### src/rtl/traffic_pkg.sv
// Shared definitions for the highway/local-road traffic light controller and
// its upstream stages. Light codes are one-hot; anything else is treated as
// "not that colour" by every consumer.
package traffic_pkg;

    localparam logic [2:0] LIGHT_RED    = 3'b001;
    localparam logic [2:0] LIGHT_YELLOW = 3'b010;
    localparam logic [2:0] LIGHT_GREEN  = 3'b100;

    // Exact match only: illegal codes (e.g. 3'b110) are never green.
    function automatic logic is_green(input logic [2:0] light);
        return light == LIGHT_GREEN;
    endfunction

endpackage

### src/rtl/sensor_debouncer.sv
// Two-flop synchroniser followed by a counting debouncer. The debounced level
// flips only after the synchronised input has disagreed with it for DEB_CYC
// consecutive cycles. `rise` is combinational and marks the edge on which the
// debounced level goes 0->1, so a consumer registering it lines up with `level`.
module sensor_debouncer #(
    parameter int unsigned DEB_CYC = 4
) (
    input  logic clk,
    input  logic rst_n,
    input  logic raw,
    output logic level,
    output logic rise
);

    // A one-cycle debounce still needs a one-bit counter to keep the logic regular.
    localparam int unsigned CW = (DEB_CYC > 1) ? $clog2(DEB_CYC) : 1;
    localparam logic [CW-1:0] DEB_LAST = CW'(DEB_CYC - 1);

    logic          sync1_q,   sync1_d;
    logic          sync2_q,   sync2_d;
    logic          deb_q,     deb_d;
    logic [CW-1:0] deb_cnt_q, deb_cnt_d;

    // Synchroniser shift and debounce counter next-state.
    always_comb begin
        sync1_d   = raw;
        sync2_d   = sync1_q;
        deb_d     = deb_q;
        deb_cnt_d = deb_cnt_q;
        if (sync2_q == deb_q) begin
            deb_cnt_d = '0;
        end else if (deb_cnt_q == DEB_LAST) begin
            deb_d     = sync2_q;
            deb_cnt_d = '0;
        end else begin
            deb_cnt_d = deb_cnt_q + 1'b1;
        end
    end

    // State registers; reset drops any pending debounce.
    always_ff @(posedge clk) begin
        if (!rst_n) begin
            sync1_q   <= 1'b0;
            sync2_q   <= 1'b0;
            deb_q     <= 1'b0;
            deb_cnt_q <= '0;
        end else begin
            sync1_q   <= sync1_d;
            sync2_q   <= sync2_d;
            deb_q     <= deb_d;
            deb_cnt_q <= deb_cnt_d;
        end
    end

    assign level = deb_q;
    assign rise  = deb_d & ~deb_q;

endmodule

### src/rtl/lr_car_detector.sv
// Local-road car detector: counts debounced arrivals on the loop sensor and
// retires one waiting car every DEPART_CYC cycles of local-road Green.
// Control lives entirely in the departure timer, the car counter and the
// debounced sensor level; there is no separate state machine.
module lr_car_detector
    import traffic_pkg::*;
#(
    parameter int unsigned DEB_CYC    = 4,
    parameter int unsigned CNT_W      = 4,
    parameter int unsigned DEPART_CYC = 8
) (
    input  logic             clk,
    input  logic             rst_n,
    input  logic             sensor_raw,
    input  logic [2:0]       lr_light,
    output logic             lr_has_car,
    output logic [CNT_W-1:0] car_count,
    output logic             arrive_pulse
);

    localparam int unsigned DW = (DEPART_CYC > 1) ? $clog2(DEPART_CYC) : 1;
    localparam logic [DW-1:0]    DEP_LAST = DW'(DEPART_CYC - 1);
    localparam logic [CNT_W-1:0] CNT_MAX  = {CNT_W{1'b1}};

    logic             arrive;
    logic             sensor_level;
    logic             green;
    logic             depart;

    logic [DW-1:0]    dep_cnt_q,      dep_cnt_d;
    logic [CNT_W-1:0] car_count_q,    car_count_d;
    logic             arrive_pulse_q, arrive_pulse_d;

    sensor_debouncer #(
        .DEB_CYC (DEB_CYC)
    ) u_debouncer (
        .clk   (clk),
        .rst_n (rst_n),
        .raw   (sensor_raw),
        .level (sensor_level),
        .rise  (arrive)
    );

    // Departure timer: runs only while Green with cars waiting, so it starts
    // fresh on every Green phase and whenever the queue empties.
    always_comb begin
        green     = is_green(lr_light);
        depart    = 1'b0;
        dep_cnt_d = '0;
        if (green && (car_count_q != '0)) begin
            if (dep_cnt_q == DEP_LAST) begin
                depart    = 1'b1;
                dep_cnt_d = '0;
            end else begin
                dep_cnt_d = dep_cnt_q + 1'b1;
            end
        end
    end

    // Car counter: arrival and departure on the same edge cancel; arrivals
    // beyond the counter's range are dropped.
    always_comb begin
        car_count_d    = car_count_q;
        arrive_pulse_d = arrive;
        case ({arrive, depart})
            2'b10: begin
                if (car_count_q != CNT_MAX) begin
                    car_count_d = car_count_q + 1'b1;
                end
            end
            2'b01:   car_count_d = car_count_q - 1'b1;
            default: car_count_d = car_count_q;
        endcase
    end

    // State registers; reset discards any pending departure.
    always_ff @(posedge clk) begin
        if (!rst_n) begin
            dep_cnt_q      <= '0;
            car_count_q    <= '0;
            arrive_pulse_q <= 1'b0;
        end else begin
            dep_cnt_q      <= dep_cnt_d;
            car_count_q    <= car_count_d;
            arrive_pulse_q <= arrive_pulse_d;
        end
    end

    assign lr_has_car   = (car_count_q != '0);
    assign car_count    = car_count_q;
    assign arrive_pulse = arrive_pulse_q;

    // The debounced level itself is not needed downstream; arrivals come from `rise`.
    logic unused_level;
    assign unused_level = sensor_level;

endmodule

### config.mk
export PLATFORM = sky130hd
export DESIGN_NAME = lr_car_detector
export DESIGN_NICKNAME = d
export VERILOG_FILES = /design/src/rtl/traffic_pkg.sv /design/src/rtl/sensor_debouncer.sv /design/src/rtl/lr_car_detector.sv
export SDC_FILE = /design/constraint.sdc
export NUM_CORES = 1
export LEC_CHECK = 0
export BUFFER_PORTS_ARGS = -buffer_cell sky130_fd_sc_hd__buf_2
export CAP_MARGIN = 40
export CORE_MARGIN = 3
export CORE_UTILIZATION = 45
export CTS_CLUSTER_SIZE = 25
export DETAILED_ROUTE_END_ITERATION = 10
export PLACE_DENSITY = 0.67
export SETUP_SLACK_MARGIN = 0.02
export SLEW_MARGIN = 20
export SYNTH_ARGS = -nofsm -noshare
export SYNTH_HDL_FRONTEND = slang
export SYNTH_HIERARCHICAL = 1
export SYNTH_SLANG_ARGS = --single-unit
### constraint.sdc
create_clock -name clk -period 3.15 [get_ports clk]
set_input_delay 0.315 -clock clk [delete_from_list [all_inputs] [get_ports clk]]
set_output_delay 0.315 -clock clk [all_outputs]
set_load 0.01 [all_outputs]
==> impl_metrics.ini <==
[power_and_ir_drop]
intPower_uw = 218
switching_share_pct = 22.6
p_per_area_nw_per_um2 = 388
switching_power_uw = 63.9
combinationalPowerShare_pct = 3.4
p_leak_uw = 0.000343
pwr-share-clk_pct = 37.7
pwr-share-seq_pct = 58.9
vdd_ir_drop_max_mv = 0.292

[final_layout]
seqCellArea_sq_um = 260
nFillCells = 104
area_growth_pct = 13.3
insertedDiodeCount = 0
nNetsFinal = 87
fin_cells = 90
multi_input_area_sq_um = 363
drive_above_1_share_pct = 26.3
fin_area_sq_um = 727

[setup_path]
crit_type = reg -> reg
startpoint_type = flip-flop
r2r_end = car_count[2]
r2r_cells = 9
endpoint_kind = flip-flop
worstPathMaxFanout = 11
ff2ff_setup_slack_ns = 0.81
timing.rr.start = u_debouncer/deb_cnt_q[0]
cp_data_required_time_ns = 3.33
cp.arrival_ns = 2.52

[timing]
max_freq_mhz = 428
setup_viol = 0
setup_tns_ns = 0
grt_setup_unrepaired = false
hold_viol_final = 0
relSlewSlack_pct = 60.4
fin_crit_sh_pct = 74.2
fin_crit_ns = 2.34
tightest_slew_ns = 0.592
maxSlewViolCount = 0
skew_ns = 0.00248
layout_setup_ws_ns = 0.813

[synth]
synth.avg_cell_area_sq_um = 10.2
synth-edff-count = 0
ys.flop_type = dfxtp_1
syn_inst = 63
synth_nets = 73
synthesis.area_sq_um = 642
async_flop_share_pct = 0
ys_ff_latch = 13
synth.distinct_cells = 29
synth-seq-area-share_pct = 40.5
yosysWarnings = 6

[floorplan]
coreArea_sq_um = 1220
initial_core_util_pct = 52.8
die-area_sq_um = 1920
rows = 12
ios = 12
fp.dieW_um = 43.8
fp.dieH_um = 43.8

[global_routing]
grt_max_degree = 14
grt_antenna_before_repair = 0
grt_pass1_vias = 395
grt_pass1_wl_um = 1810
grtUsageTotal_pct = 14.1
gr-total-overflow = 0

[route]
final_antenna_net_count = 0
dr.first_iter.drc_count = 7
wirelength_um = 1110
vias = 497
wire_per_inst_um = 12.4
drc = 0
vias_per_cell = 5.52
firstDrtPassIters = 4

[placed_design]
place_congestion = 0.730
hpwl_um = 781
dp_slack_ns = 0.828
io_buffer_count = 11
dp_cells = 86
dpl_cell_area_sq_um = 699

[clock_tree]
cts.path.max_buffers = 2
clkLatencyLatePin_ns = 0.29
cts-resized-gates = 0
cts_hold_buffers = 0
cts_made_buffers = 3
postCtsSetupBuffers = 0
cts_max_level = 1
cts.clk_slew.worst_paths_ns = 0.08
cts_tree = yes
cts_root_buf = clkbuf_4
cts_sinks = 13

[worst_hold_path]
min_from = sensor_raw
hold_path_class = in -> reg
whs_path_depth = 2
worstHoldEndpoint = u_debouncer/sync1_q

[outcome]
status = finished clean

[job]
maxCapViolCount = 0
[worst max-delay path, stage by stage (launching register included)]
cell and delay [ns]:
dfxtp_1 0.34, ha_1 0.20, nand2_1 0.08, nor2_1 0.46, o31ai_1 0.15, ha_1 0.25, or4b_1 0.46, o21ai_0 0.09
mux2i_1 0.09, o311a_2 0.11
[registers in the layout (all words and copies together) (netlist names)]
name	cells
u_debouncer/sync1_q	1
u_debouncer/deb_cnt_q	2
u_debouncer/sync2_q	1
arrive_pulse	1
dep_cnt_q	3
u_debouncer/level	1
car_count	4
[kinds of logic after synthesis]
family                   count (synthesis)  share of synthesized area [%]
adder cells (fa/ha/maj)                  4                           7.80
XOR/XNOR                                 1                           1.36
AO/OA/AOI/OAI                           11                           13.3
buffers and inverters                    3                           2.92
AND/OR/NAND/NOR                         28                           29.4
multiplexers                             3                           4.68
flip-flops                              13                           40.5
[metal layers]
metal  wire (um)  GRT usage [%]  share of wire, %  vias to the layer above
met2         436           16.0                39                       12
met3          77           7.47               6.9                        4
li1            -              -                 -                      262
met1         549           17.5                49                      219
met4          51           14.5               4.6                        0
met5           0              0                 0                        -
[placed cells by master, fill, tap and decap left out]
cell	count
o311a_2	1
nor4b_1	2
nor2_1	3
xnor2_1	1
a21oi_1	1
a32oi_2	1
inv_1	1
o31ai_1	2
clkinv_2	1
ha_1	4
nand2b_1	1
or4_4	1
dfxtp_1	13
and3_1	2
and2_1	5
a41oi_1	1
or4_1	1
o21ai_0	3
and4bb_2	2
nor2b_1	1
nor3b_1	1
a21boi_0	1
or2b_1	1
nand3_1	1
buf_2	11
nand2_1	5
clkbuf_4	3
nand4bb_1	1
o22ai_1	1
mux2i_1	3
or4b_1	1
[layout make-up]
cell class	count	share of cell area, %
inverters	1	0.516
well taps	14	2.41
clock inverters	1	0.688
repair buffers	11	7.57
flip-flops and latches	13	35.8
multi-input cells	47	49.9
clock buffers	3	3.10
[power by group through the flow]
stage               clock network, uW  logic (uW)  registers (uW)
detailed placement                  0        9.51             170
global placement                    0        9.31             170
finish                            106        9.64             166
global route                      121        10.8             167
floorplan                           0        3.88             170
CTS                               113        9.67             166
[through the flow]
| step | hold WS, ns | utilization (%) | total power, uW |
|---|---|---|---|
| 2_1_floorplan | 0.398 | - | 174 |
| 3_3_place_gp | 0.411 | 57.5 | 180 |
| 3_5_place_dp | 0.416 | 57.5 | 180 |
| 4_1_cts | 0.228 | 59.8 | 289 |
| 5_1_grt | 0.244 | 59.8 | 299 |
| 6_report | 0.244 | 59.8 | 282 |
[how the worst max path moves through the flow]
stage                        startpoint      endpoint  slack (ns)  cells past startpoint
2_1_floorplan              car_count[2]  car_count[2]        0.97                      8
3_3_place_gp               car_count[2]  car_count[2]        0.90                      8
3_5_place_dp   u_debouncer/deb_cnt_q[0]  car_count[2]        0.83                      9
4_1_cts        u_debouncer/deb_cnt_q[0]  car_count[2]        0.81                      9
5_1_grt        u_debouncer/deb_cnt_q[0]  car_count[2]        0.60                      9
6_report       u_debouncer/deb_cnt_q[0]  car_count[2]        0.81                      9
[synthesized netlist by cell type, types with 2 or more instances]
cell,number,area [sq um]
nand2_1,5,18.8
ha_1,4,50.1
and3_1,2,12.5
o31ai_1,2,15.0
and2_1,5,31.3
nor4b_1,2,17.5
nor2_1,3,11.3
and4bb_2,2,25.0
dfxtp_1,13,260
mux2i_1,3,30.0
o21ai_0,3,15.0
buf_4,2,15.0
Note: power is estimated with default switching activity, not from simulation.
